--- config.mk ---
export PLATFORM = sky130hd
export DESIGN_NAME = display_timing_480p
export DESIGN_NICKNAME = d
export VERILOG_FILES = /design/src/rtl/display_timing_480p.sv
export SDC_FILE = /design/constraint.sdc
export NUM_CORES = 1
export LEC_CHECK = 0
export ABC_AREA = 0
export CORE_UTILIZATION = 45
export DETAILED_ROUTE_END_ITERATION = 8
export PLACE_DENSITY_LB_ADDON = 0.15
export SETUP_SLACK_MARGIN = 0.3
export SYNTH_ARGS = -nofsm -noshare
export SYNTH_HDL_FRONTEND = slang
export SYNTH_SLANG_ARGS = --single-unit
--- constraint.sdc ---
create_clock -name clk_pix -period 2.23 [get_ports clk_pix]
set_clock_uncertainty 0.15 [all_clocks]
set_input_delay 0.223 -clock clk_pix [delete_from_list [all_inputs] [get_ports clk_pix]]
set_output_delay 0.223 -clock clk_pix [all_outputs]
set_load 0.05 [all_outputs]
--- src/rtl/display_timing_480p.sv ---
// 640x480p60 raster timing generator: registered coordinates, syncs, data enable
// and line/frame strobes, all describing the same pixel, gated by pixel-clock lock.
module display_timing_480p #(
    parameter int   CORDW  = 16,
    parameter int   H_RES  = 640,
    parameter int   H_FP   = 16,
    parameter int   H_SYNC = 96,
    parameter int   H_BP   = 48,
    parameter int   V_RES  = 480,
    parameter int   V_FP   = 10,
    parameter int   V_SYNC = 2,
    parameter int   V_BP   = 33,
    parameter logic H_POL  = 1'b0,
    parameter logic V_POL  = 1'b0
) (
    input  logic             clk_pix,
    input  logic             rst_n,
    input  logic             clk_locked,
    output logic [CORDW-1:0] sx,
    output logic [CORDW-1:0] sy,
    output logic             hsync,
    output logic             vsync,
    output logic             de,
    output logic             line,
    output logic             frame
);

    localparam int H_TOTAL = H_RES + H_FP + H_SYNC + H_BP;
    localparam int V_TOTAL = V_RES + V_FP + V_SYNC + V_BP;

    localparam logic [CORDW-1:0] H_MAX      = CORDW'(H_TOTAL - 1);
    localparam logic [CORDW-1:0] V_MAX      = CORDW'(V_TOTAL - 1);
    localparam logic [CORDW-1:0] H_ACT      = CORDW'(H_RES);
    localparam logic [CORDW-1:0] V_ACT      = CORDW'(V_RES);
    localparam logic [CORDW-1:0] HS_START   = CORDW'(H_RES + H_FP);
    localparam logic [CORDW-1:0] HS_END     = CORDW'(H_RES + H_FP + H_SYNC);
    localparam logic [CORDW-1:0] VS_START   = CORDW'(V_RES + V_FP);
    localparam logic [CORDW-1:0] VS_END     = CORDW'(V_RES + V_FP + V_SYNC);

    typedef enum logic {
        IDLE = 1'b0,
        RUN  = 1'b1
    } state_t;

    state_t           r_state;
    state_t           w_state_next;
    logic             w_run;
    logic [CORDW-1:0] w_sx_next;
    logic [CORDW-1:0] w_sy_next;
    logic             w_hs_active;
    logic             w_vs_active;

    logic [CORDW-1:0] r_sx;
    logic [CORDW-1:0] r_sy;
    logic             r_hsync;
    logic             r_vsync;
    logic             r_de;
    logic             r_line;
    logic             r_frame;

    // Controls are decoded from the next coordinates so that every registered
    // output lines up with the registered (sx, sy) of the same cycle.
    always_comb begin
        w_state_next = IDLE;
        w_run        = 1'b0;
        w_sx_next    = '0;
        w_sy_next    = '0;
        if (clk_locked) begin
            w_state_next = RUN;
            w_run        = 1'b1;
            if (r_state == RUN) begin
                if (r_sx == H_MAX) begin
                    w_sx_next = '0;
                    w_sy_next = (r_sy == V_MAX) ? '0 : r_sy + CORDW'(1);
                end else begin
                    w_sx_next = r_sx + CORDW'(1);
                    w_sy_next = r_sy;
                end
            end
        end
    end

    assign w_hs_active = w_run && (w_sx_next >= HS_START) && (w_sx_next < HS_END);
    assign w_vs_active = w_run && (w_sy_next >= VS_START) && (w_sy_next < VS_END);

    always_ff @(posedge clk_pix or negedge rst_n) begin
        if (!rst_n) begin
            r_state <= IDLE;
            r_sx    <= '0;
            r_sy    <= '0;
            r_hsync <= ~H_POL;
            r_vsync <= ~V_POL;
            r_de    <= 1'b0;
            r_line  <= 1'b0;
            r_frame <= 1'b0;
        end else begin
            r_state <= w_state_next;
            r_sx    <= w_sx_next;
            r_sy    <= w_sy_next;
            r_hsync <= w_hs_active ? H_POL : ~H_POL;
            r_vsync <= w_vs_active ? V_POL : ~V_POL;
            r_de    <= w_run && (w_sx_next < H_ACT) && (w_sy_next < V_ACT);
            r_line  <= w_run && (w_sx_next == '0);
            r_frame <= w_run && (w_sx_next == '0) && (w_sy_next == '0);
        end
    end

    assign sx    = r_sx;
    assign sy    = r_sy;
    assign hsync = r_hsync;
    assign vsync = r_vsync;
    assign de    = r_de;
    assign line  = r_line;
    assign frame = r_frame;

endmodule

=== Word-level counts from Yosys, hierarchy flattened ===
Index checks and enable logic that the tools add are counted.

* Add/sub/neg operators: 2
* Equal/unequal tests: 2
* $lt $le $gt $ge: 6
* Reduce and logical (&&, ||, !) cells: 10
* Multiplexer cells: 10

{| class="wikitable"
|+ Operator list
! kind !! count
|-
| $mux W16 || 7
|-
| $add A16 B1 Y16 const B || 2
|-
| $eq A16 B10 Y1 const B || 2
|-
| $logic_not A16 Y1 || 2
|-
| $lt A16 B10 Y1 const B || 2
|-
| $lt A16 B9 Y1 const B || 2
|-
| $ge A16 B10 Y1 const B || 1
|-
| $ge A16 B9 Y1 const B || 1
|-
| $logic_and A1 B1 Y1 || 8
|-
| $mux W1 || 3
|}

* Logic and storage cells: 38
* Output and inout port bits: 37
* Flip-flop bits (word level): 38
* Input port bits: 3

=== Depth between registers and ports, before layout ===
Gate-level depths: netlist (run 1).

* Depth in word-level cells: 9
* Mapped depth: 10
* Gate-level depth less buffers: 9

=== Worst setup path after synthesis (run 1) ===
Ideal clock, no wire load.

* Path type: register -> register
* Start point: register r_sx[1], in the netlist sx[1]
* End point: register r_de, in the netlist de
* Path slack: -0.572 ns
* Data required time: 1.954 ns
* Cell stages (with the launch flop): 9
* Period minus slack after synthesis: 2.802 ns
* Setup time: 0.126 ns
* Arrival time: 2.527 ns
* Buffers on the path: 1
* Path through: dfrtp_1 ha_1 buf_4 and4_1 nand4_1 or4_4 mux2_4 a31oi_4 nor4_1

* Longest elaborated chain between the ends: 7
* Elaborated cells on any way between the ends: 12
* Classes of those cells: add/sub: 1; order compare: 2; eq/ne: 1; mux: 6; reduce/logical: 2

{| class="wikitable"
|+ RTL lines
! element !! RTL line !! source
|-
| start: declaration || 53 || <nowiki>logic [CORDW-1:0] r_sx;</nowiki>
|-
| start signal: assignment || 98 || <nowiki>r_sx <= w_sx_next;</nowiki>
|-
| $add A16 B1 Y16 or $eq A16 B10 Y1 (tied branches) || 76, 72 ||
|-
| $mux W16 || 72 || <nowiki>if (r_sx == H_MAX) begin</nowiki>
|-
| $mux W16 || 71 || <nowiki>if (r_state == RUN) begin</nowiki>
|-
| $mux W16 || 68 || <nowiki>if (clk_locked) begin</nowiki>
|-
| $lt A16 B10 Y1 || 102 || <nowiki>r_de <= w_run && (w_sx_next < H_ACT) && (w_sy_next < V_ACT);</nowiki>
|-
| $logic_and A1 B1 Y1 || 102 ||
|-
| $logic_and A1 B1 Y1 * || 102 ||
|-
| end signal: assignment || 102 ||
|-
| end: declaration || 57 || <nowiki>logic r_de;</nowiki>
|}

Every way passes the cells marked *; elsewhere a longest branch is shown, timed or not.

=== Final worst setup path (run 1) ===
* Start point: register r_sx[10], in the netlist sx[10]
* End point: register r_frame, in the netlist frame

* Longest elaborated chain between the ends: 7
* Elaborated cells on any way between the ends: 12
* Classes of those cells: add/sub: 1; eq/ne: 1; mux: 6; reduce/logical: 4

{| class="wikitable"
|+ RTL lines
! element !! RTL line !! source
|-
| $add A16 B1 Y16 or $eq A16 B10 Y1 (tied branches) || 76, 72 ||
|-
| $mux W16 || 72 ||
|-
| $mux W16 || 71 ||
|-
| $mux W16 || 68 ||
|-
| $logic_not A16 Y1 || 104 || <nowiki>r_frame <= w_run && (w_sx_next == '0) && (w_sy_next == '0);</nowiki>
|-
| $logic_and A1 B1 Y1 || 104 ||
|-
| $logic_and A1 B1 Y1 * || 104 ||
|-
| end signal: assignment || 104 ||
|-
| end: declaration || 59 || <nowiki>logic r_frame;</nowiki>
|}

Marks and branches as above.

==> results of run 1 <==
[power breakdown]
part | internal, mW | switching [mW] | total (mW) | leakage (nW)
clock | 0.478 | 0.277 | 0.754 | 0.0714
sequential | 0.695 | 0.00293 | 0.698 | 0.487
combinational | 0.0644 | 0.0913 | 0.156 | 1.42
total | 1.24 | 0.371 | 1.61 | 1.97
[metal layers]
layer  vias up  track usage, %  part of all wire (%)
met3        60            4.55                   6.2
li1       1227               -                     -
met4         0            13.0                   5.6
met1      1399            34.4                    38
met2       170            48.6                    50
met5         -               0                     0
[cell type report]
type	count	area share (%)
Sequential cell	38	22.2
Clock buffer	6	1.88
Timing Repair Buffer	148	30.2
Tap cell	70	2.00
Multi-Input combinational cell	204	41.4
Inverter	11	0.941
Clock inverter	2	1.37
[cells in the final DEF, fill, tap and decap left out, drive strengths merged, types with 7 or more instances in the layout]
cell         count
buf            108
clkbuf           7
dfrtp           36
dlygate4sd2     32
inv             11
nand2           21
nand3           13
nand4           13
nor2            43
nor3             8
nor4            11
o21ai            8
or3              7
xnor2           21
xor2             9
[timing repair]
action | in CTS | in global routing
setup endpoints to repair | 59 | 31
resized for setup | 65 | 103
pin swaps | 14 | 28
hold endpoints to repair | 36 | 0
cloned | 0 | 1
hold buffers | 1 | 0
buffers inserted | 12 | 11
[flip-flops by register name, summed over array words and instances, names as in the netlist]
name     flops
hsync        1
sy          16
frame        1
line         1
de           1
vsync        1
sx          16
r_state      1
[synth_stat cells, drive strengths merged (7+ instances only)]
master	count
nor3	8
inv	11
nand2	21
nor4	11
xnor2	21
o21ai	8
dfrtp	36
nand3	13
buf	11
or3	7
nand4	13
nor2	43
xor2	9
[stage by stage]
step / instance area (µm²) / setup TNS (ps)
detailed placement: 3470 / -523
global route: 4390 / -1500
floorplan: 2470 / -575
finish: 4390 / -1110
global placement: 3470 / -317
CTS: 3820 / -388
[worst register-to-register path, cell delays in order, from the launching register on]
cell	delay [ps]
dfrtp_2	430
nor4_4	340
nand4_1	180
buf_6	180
buf_4	140
o21ai_0	270
a21o_1	220
nand2_1	90
nor4_1	220
nor4bb_2	300
[kinds of logic (layout without fill, tap and decap cells)]
logic type	Yosys count	count (layout)	synth area share, %
AND/OR/NAND/NOR	138	138	31.1
buffers and inverters	26	167	5.48
multiplexers	2	2	1.56
flip-flops	38	38	39.7
XOR/XNOR	30	30	11.0
adder cells (fa/ha/maj)	3	3	1.57
AO/OA/AOI/OAI	31	31	9.55
[path summary, 6_finish.rpt]
| path | startpoint | endpoint | slack [ps] |
|---|---|---|---|
| setup / recovery | sx[10] | frame | -360 |
| hold / removal | rst_n | sy[0] | 350 |
| setup reg to reg | sx[10] | frame | -360 |
| hold reg to reg | sx[0] | sx[0] | 430 |
| max in group asynchronous | rst_n | sx[10] | 1190 |
| min in group clk_pix | clk_locked | r_state | 420 |
==> run metrics, run 1 <==
Syn Inst Count 268; first-pass GRT wire length 11800 µm; Synth top area share 37.6%; Multi-input gate area 0.00181 mm²; cell total after placement 446; Worst Path Required 2280 ps; syn_area_per_cell 8.95 µm²; Max rail drop VDD 0.000275 V; Tot Pwr 1.61 mW; Setup WS post-layout -363 ps; Worst path depth 9; Initial Util 47.0%; share of cells above drive strength 1 53.3%; total CTS buffers 5; # nets final 414; vias per cell 5.96; Fillers 251; Die Width 75.0 µm; CTS tree built; antenna cells 0; critical path class register to register; dominant synthesized flop cell dfrtp_1; GRT Util Overall 28.1%; Buf+Inv Stages, Crit Path 2; count of input and output buffers 39; Worst EP arrival 2650 ps; Max Freq 386 MHz; register area share after synthesis 39.7%; slew of the pin with the lowest slew margin 511 ps; Post-Syn Nets 274; Min-Delay Path Class input port to asynchronous set/reset pin; core area 0.00511 mm²; Startpoint Class register; number of routed nets with antenna violations 0; synth top area cells dfrtp_1 38%, xnor2_1 7.7%, nor2_1 6.7%; largest net degree at the start of global routing 39; Hold WS 347 ps; CP top delay family simple AND/OR/NAND/NOR gates; leak pwr 1.97 nW; Sequential Area 975 µm²; area leader, netlist dfrtp_1; Final Hold Vio Count 0; Max Fanout on Critical Path 7; failing checks setup timing; I/O pins 40; H-tree levels 2; global route overflow 0; critical path endpoint category register; Async S/R FF share, synth 100%; Detailed Route WL 9690 µm; unrepaired setup endpoints after global routing yes; vias in the first global route 2527; Post-Layout Cell Count 479; pins over their slew limit 0; Longest Clk Path Bufs 2; vias 2856; run status finished, violations left; drt first pass iters 4; drt drc 0; pwr dens 367 mW/mm²; period utilisation layout 116%; R2R depth 9; post-place setup slack -278 ps; maxcap violations 0; # rows 26; RD Place Congestion 0.915; number of enable flip-flop cells after synthesis 0; Root Driver clkbuf_8; worst-skew pair later-pin latency 310 ps; Worst-path clk slew 90 ps; Critical Path Slowest Stage Cell dfrtp_2; crit path cell chain nor4_4, nand4_1, buf_6, buf_4, o21ai_0, a21o_1, nand2_1, nor4_1, nor4bb_2; clk sinks 38; Slew headroom 66.0%; Die Ht 75.0 µm; Yosys reg bits 38; final setup violation count 4; synthesized cell area 0.00240 mm²; antenna violations before repair 0; CP max stage delay 430 ps; DP HPWL 5050 µm; post-layout util 85.9%; minimum clock period 2590 ps; DR iter-0 viols 237; area delta synth->final 82.9%; die area 0.00563 mm²; Yosys Warn Count 0; WL/cell 20.2 µm; Yosys cell types 51
(Power assumes the default switching activity.)
==> run 2: changes to the inputs <==
--- a/config.mk
+++ b/config.mk
@@ -10,6 +10,7 @@
 export DETAILED_ROUTE_END_ITERATION = 8
 export PLACE_DENSITY_LB_ADDON = 0.15
 export SETUP_SLACK_MARGIN = 0.3
+export SKIP_CTS_REPAIR_TIMING = 1
 export SYNTH_ARGS = -nofsm -noshare
 export SYNTH_HDL_FRONTEND = slang
 export SYNTH_SLANG_ARGS = --single-unit
==> run 2 against run 1 <==
Against the previous run:
- the run still ends with setup timing left
- register-to-register slack better by 210 ps
- via count down 9.7%
- non-clock buffer count down 11
==> run metrics, run 2 (synthesis results as in run 1) <==
run status finished, violations left (unchanged); failing checks setup timing (unchanged); largest net degree at the start of global routing 39 (unchanged); vias 2580 (was 2856); critical path endpoint category register (unchanged); Initial Util 47.0% (unchanged); vias in the first global route 2372 (was 2527); pwr dens 376 mW/mm² (was 367 mW/mm²); Worst Path Required 2320 ps (was 2280 ps); minimum clock period 2390 ps (was 2590 ps); H-tree levels 2 (unchanged); # nets final 403 (was 414); DR iter-0 viols 172 (was 237); most common cell after layout, fill and taps aside buf_4 (unchanged); leak pwr 2.31 nW (was 1.97 nW); pins over their slew limit 0 (unchanged); first-pass GRT wire length 11000 µm (was 11800 µm); drt first pass iters 4 (unchanged); die area 0.00563 mm² (unchanged); Top Usage Layer GRT met2 (unchanged); Die Width 75.0 µm (unchanged); Longest Clk Path Bufs 2 (unchanged); share of cells above drive strength 1 45.2% (was 53.3%); core area 0.00511 mm² (unchanged); met1 Resource Use GR 32.4% (was 34.4%); antenna cells 0 (unchanged); Min-Delay Path Class input port to asynchronous set/reset pin (unchanged); GRT Util Overall 26.2% (was 28.1%); Multi-input gate area 0.00161 mm² (was 0.00181 mm²); Worst-path clk slew 80 ps (was 90 ps); antenna violations before repair 0 (unchanged); Fillers 307 (was 251); Max rail drop VDD 0.000354 V (was 0.000275 V); CTS tree built (unchanged); Worst EP arrival 2470 ps (was 2650 ps); RD Place Congestion 0.915 (unchanged); Critical Path Slowest Stage Cell or4_4 (was dfrtp_2); DP HPWL 5050 µm (unchanged); worst-skew pair later-pin latency 300 ps (was 310 ps); critical path class register to register (unchanged); CP max stage delay 440 ps (was 430 ps); WL/cell 16.7 µm (was 20.2 µm); crit path cell chain ha_4, and4_4, nand4_1, buf_6, or4_4, mux2_4, a31oi_4, nand4b_1 (was nor4_4, nand4_1, buf_6, buf_4, o21ai_0, a21o_1, nand2_1, nor4_1, nor4bb_2); number of routed nets with antenna violations 0 (unchanged); Slew headroom 65.0% (was 66.0%); maxcap violations 0 (unchanged); Setup WS post-layout -155 ps (was -363 ps); global route overflow 0 (unchanged); total CTS buffers 5 (unchanged); area delta synth->final 72.2% (was 82.9%); most frequent cells in the layout 79 x buf_4, 36 x nor2_1, 34 x dlymetal6s2s_1, 20 x dfrtp_1, 19 x xnor2_1 (was 77 x buf_4, 32 x dlygate4sd2_1, 26 x buf_6, 20 x nor2_1, 19 x dfrtp_1); Root Driver clkbuf_8 (unchanged); met3 usage 4.15% (was 4.55%); Detailed Route WL 7800 µm (was 9690 µm); clk sinks 38 (unchanged); Sequential Area 973 µm² (was 975 µm²); Startpoint Class register (unchanged); drt drc 0 (unchanged); Final Hold Vio Count 0 (unchanged); final setup TNS -566 ps (was -1110 ps); final setup violation count 4 (unchanged); GR Util met2 44.9% (was 48.6%); Worst Setup SP sx[1] (was sx[10]); post-place setup slack -278 ps (unchanged); I/O pins 40 (unchanged); # rows 26 (unchanged); slew of the pin with the lowest slew margin 525 ps (was 511 ps); vias per cell 5.51 (was 5.96); Max Freq 419 MHz (was 386 MHz); cell total after placement 446 (unchanged); unrepaired setup endpoints after global routing yes (unchanged); Post-Layout Cell Count 468 (was 479); period utilisation layout 107% (was 116%); RR Startpoint sx[1] (was sx[10]); Die Ht 75.0 µm (unchanged); count of input and output buffers 39 (unchanged); Max Fanout on Critical Path 6 (was 7)
[run 2: cell count changes in the layout (fill, tap and decap cells not counted), moves of 3 or more]
cell            previous run  this run
nor2_4                    18         3
nor3_4                     3         0
dlymetal6s2s_1             2        34
nor2_1                    20        36
nor4_4                     4         7
dlygate4sd2_1             32         0
buf_6                     26        17
[run 2: worst max-delay path, delay by kind of cell (launching register included)]
kind	cells	cell delay (ps)
multiplexers	1	330
buffers and inverters	1	170
flip-flops	1	390
adder cells (fa/ha/maj)	1	140
AND/OR/NAND/NOR	4	950
AO/OA/AOI/OAI	1	200
[run 2: power breakdown]
part / total (mW) / internal, mW / switching [mW]
Clock: 0.737 / 0.477 / 0.260
Sequential: 0.698 / 0.695 / 0.00279
Combinational: 0.121 / 0.0491 / 0.0717
[run 2: final cells by class]
cell class                      instances  area share [%]
Clock buffer                            6            2.00
Clock inverter                          2            1.45
Inverter                               11           0.999
Multi-Input combinational cell        204            38.9
Sequential cell                        38            23.6
Tap cell                               70            2.12
Timing Repair Buffer                  137            31.0
[run 2: path summary, 6_finish.rpt]
| check | end | slack [ps] | depth (start not counted) |
|---|---|---|---|
| min in group clk_pix | r_state | 420 | 2 |
| setup / recovery | vsync | -160 | 8 |
| setup reg to reg | vsync | -160 | 8 |
| hold / removal | sy[1] | 380 | 3 |
| max in group asynchronous | sx[7] | 1160 | 3 |
| hold reg to reg | sx[0] | 430 | 2 |
[run 2: metrics by stage]
| stage | utilization [%] | area [µm²] | total power [mW] | hold WS (ps) |
|---|---|---|---|---|
| after detailed placement | 67.9 | 3470 | 0.817 | 163 |
| after CTS | 70.7 | 3610 | 1.56 | -164 |
| after global routing | 80.9 | 4130 | 1.60 | 408 |
| after floorplan | - | 2470 | 0.760 | -223 |
| final | 80.9 | 4130 | 1.56 | 383 |
| after global placement | 67.9 | 3470 | 0.816 | 156 |
[run 2: per-layer routing]
metal	vias up	wire length (µm)
met5	-	0
li1	1203	-
met4	0	156
met2	71	4040
met1	1292	3310
met3	14	296
==> run 3: changes to the inputs <==
--- a/config.mk
+++ b/config.mk
@@ -8,6 +8,7 @@
 export ABC_AREA = 0
 export CORE_UTILIZATION = 45
 export DETAILED_ROUTE_END_ITERATION = 8
+export MAX_ROUTING_LAYER = met4
 export PLACE_DENSITY_LB_ADDON = 0.15
 export SETUP_SLACK_MARGIN = 0.3
 export SKIP_CTS_REPAIR_TIMING = 1
==> run 3 against run 2 <==
Against the previous run:
- the flow still finishes with violations (setup timing)
- sequential power about the same
- hold slack worse by 11 ps
- via count is 1.3% higher
- fmax shrank 1.7%
- global-route usage is 1.1 points higher
- critical path depth grew 1
- combinational power up 11%
- worst setup slack got worse by 40 ps
- sequential share of layout area rose by 0.45 points
- power fell by 9.2%
- critical path type unchanged
- largest cell class unchanged
- highest routed layer unchanged
==> run metrics, run 3 (synthesis results as in run 1) <==
Max Fanout on Critical Path 5 (was 6); H-tree levels 2 (unchanged); Die Ht 75.0 µm (unchanged); run status finished, violations left (unchanged); CTS tree built (unchanged); # nets final 400 (was 403); critical path class register to register (unchanged); met3 usage 3.75% (was 4.15%); Max rail drop VDD 0.000299 V (was 0.000354 V); Detailed Route WL 7910 µm (was 7800 µm); core area 0.00511 mm² (unchanged); vias per cell 5.62 (was 5.51); critical path endpoint category register (unchanged); DR iter-0 viols 176 (was 172); antenna violations before repair 0 (unchanged); GR Util met2 46.0% (was 44.9%); leak pwr 2.23 nW (was 2.31 nW); cell total after placement 447 (was 446); DP HPWL 5320 µm (was 5050 µm); pwr dens 349 mW/mm² (was 376 mW/mm²); # rows 26 (unchanged); maxcap violations 0 (unchanged); die area 0.00563 mm² (unchanged); Buf+Inv Stages, Crit Path 1 (unchanged); I/O pins 40 (unchanged); share of cells above drive strength 1 44.3% (was 45.2%); Longest Clk Path Bufs 2 (unchanged); period utilisation layout 109% (was 107%); Worst-path clk slew 80 ps (about the same); Min-Delay Path Class input port to asynchronous set/reset pin (unchanged); met1 Resource Use GR 33.2% (was 32.4%); antenna cells 0 (unchanged); global route overflow 0 (unchanged); number of routed nets with antenna violations 0 (unchanged); minimum clock period 2430 ps (was 2390 ps); GRT Util Overall 27.2% (was 26.2%); Die Width 75.0 µm (unchanged); drt drc 0 (unchanged); Max Freq 412 MHz (was 419 MHz); CP max stage delay 390 ps (was 440 ps); area delta synth->final 69.0% (was 72.2%); WL/cell 17.0 µm (was 16.7 µm); vias 2614 (was 2580); worst-skew pair later-pin latency 300 ps (about the same); final setup violation count 5 (was 4); vias in the first global route 2336 (was 2372); clk sinks 38 (unchanged); RD Place Congestion 0.870 (was 0.915); Worst Path Required 2280 ps (was 2320 ps); Initial Util 47.0% (unchanged); Critical Path Most Common Cell nand4_1; most common cell after layout, fill and taps aside buf_4 (unchanged); Post-Layout Cell Count 465 (was 468); post-layout util 79.4% (was 80.9%); Slew headroom 64.7% (was 65.0%); total CTS buffers 5 (unchanged); unrepaired setup endpoints after global routing yes (unchanged); Final Hold Vio Count 0 (unchanged); Worst EP arrival 2470 ps (about the same); Top Usage Layer GRT met2 (unchanged); CP top delay family simple AND/OR/NAND/NOR gates (unchanged); Critical Path Slowest Stage Cell dfrtp_2 (was or4_4); count of input and output buffers 39 (unchanged); largest net degree at the start of global routing 39 (unchanged); Setup WS post-layout -196 ps (was -155 ps); first-pass GRT wire length 11000 µm (about the same); most frequent cells in the layout 81 x buf_4, 34 x dlymetal6s2s_1, 32 x nor2_1 (was 79 x buf_4, 36 x nor2_1, 34 x dlymetal6s2s_1, 20 x dfrtp_1, 19 x xnor2_1); drt first pass iters 4 (unchanged); slew of the pin with the lowest slew margin 529 ps (was 525 ps); failing checks setup timing (unchanged); Startpoint Class register (unchanged); pins over their slew limit 0 (unchanged); crit path cell chain ha_4, nand4_1, buf_4, nor4_1, nand3_1, a32o_1, a21oi_2, nand4_1, nor4bb_2 (was ha_4, and4_4, nand4_1, buf_6, or4_4, mux2_4, a31oi_4, nand4b_1); Root Driver clkbuf_8 (unchanged)
run 3: worst paths after layout:
check	start	endpoint	slack [ps]	cells past startpoint
max	sx[1]	frame	-200	9
max in group asynchronous	rst_n	sx[3]	1160	3
min reg2reg	sx[0]	sx[0]	440	2
min in group clk_pix	clk_locked	r_state	420	2
min	rst_n	sy[6]	370	3
max reg2reg	sx[1]	frame	-200	9
run 3: area by class of cell:
class,count,area (µm²)
clock buffer,7,76.3
clock inverter,1,30.0
fill,333,1050
inverter,11,41.3
multi-input combinational,204,1600
sequential,38,973
tap,70,87.6
timing repair buffer,134,1250
run 3: through the flow:
| stage | power (mW) | setup slack (ps) | hold WS [ps] | cell area, µm² | setup TNS, ps |
|---|---|---|---|---|---|
| 2_1_floorplan | 0.760 | -194 | -223 | 2470 | -575 |
| 3_3_place_gp | 0.814 | -149 | 155 | 3470 | -258 |
| 3_5_place_dp | 0.817 | -273 | 154 | 3470 | -561 |
| 4_1_cts | 1.39 | -374 | -157 | 3580 | -740 |
| 5_1_grt | 1.46 | -302 | 417 | 4050 | -1070 |
| 6_report | 1.41 | -196 | 372 | 4050 | -659 |
run 3: worst min-delay path, cell delays in order:
cell and delay (ps):
dlygate4sd3_1 530, buf_2 100, buf_4 420
run 3: power breakdown:
part / total (mW) / switching [mW] / internal (mW)
clock: 0.581 / 0.246 / 0.335
combinational: 0.134 / 0.0775 / 0.0565
sequential: 0.698 / 0.00333 / 0.695
total: 1.41 / 0.327 / 1.09
run 3: metal layers:
layer  up-vias  share of wire [%]
li1       1209                  -
met1      1282                 40
met2        96                 53
met3        27                4.6
met4         0                3.1
met5         -                  0
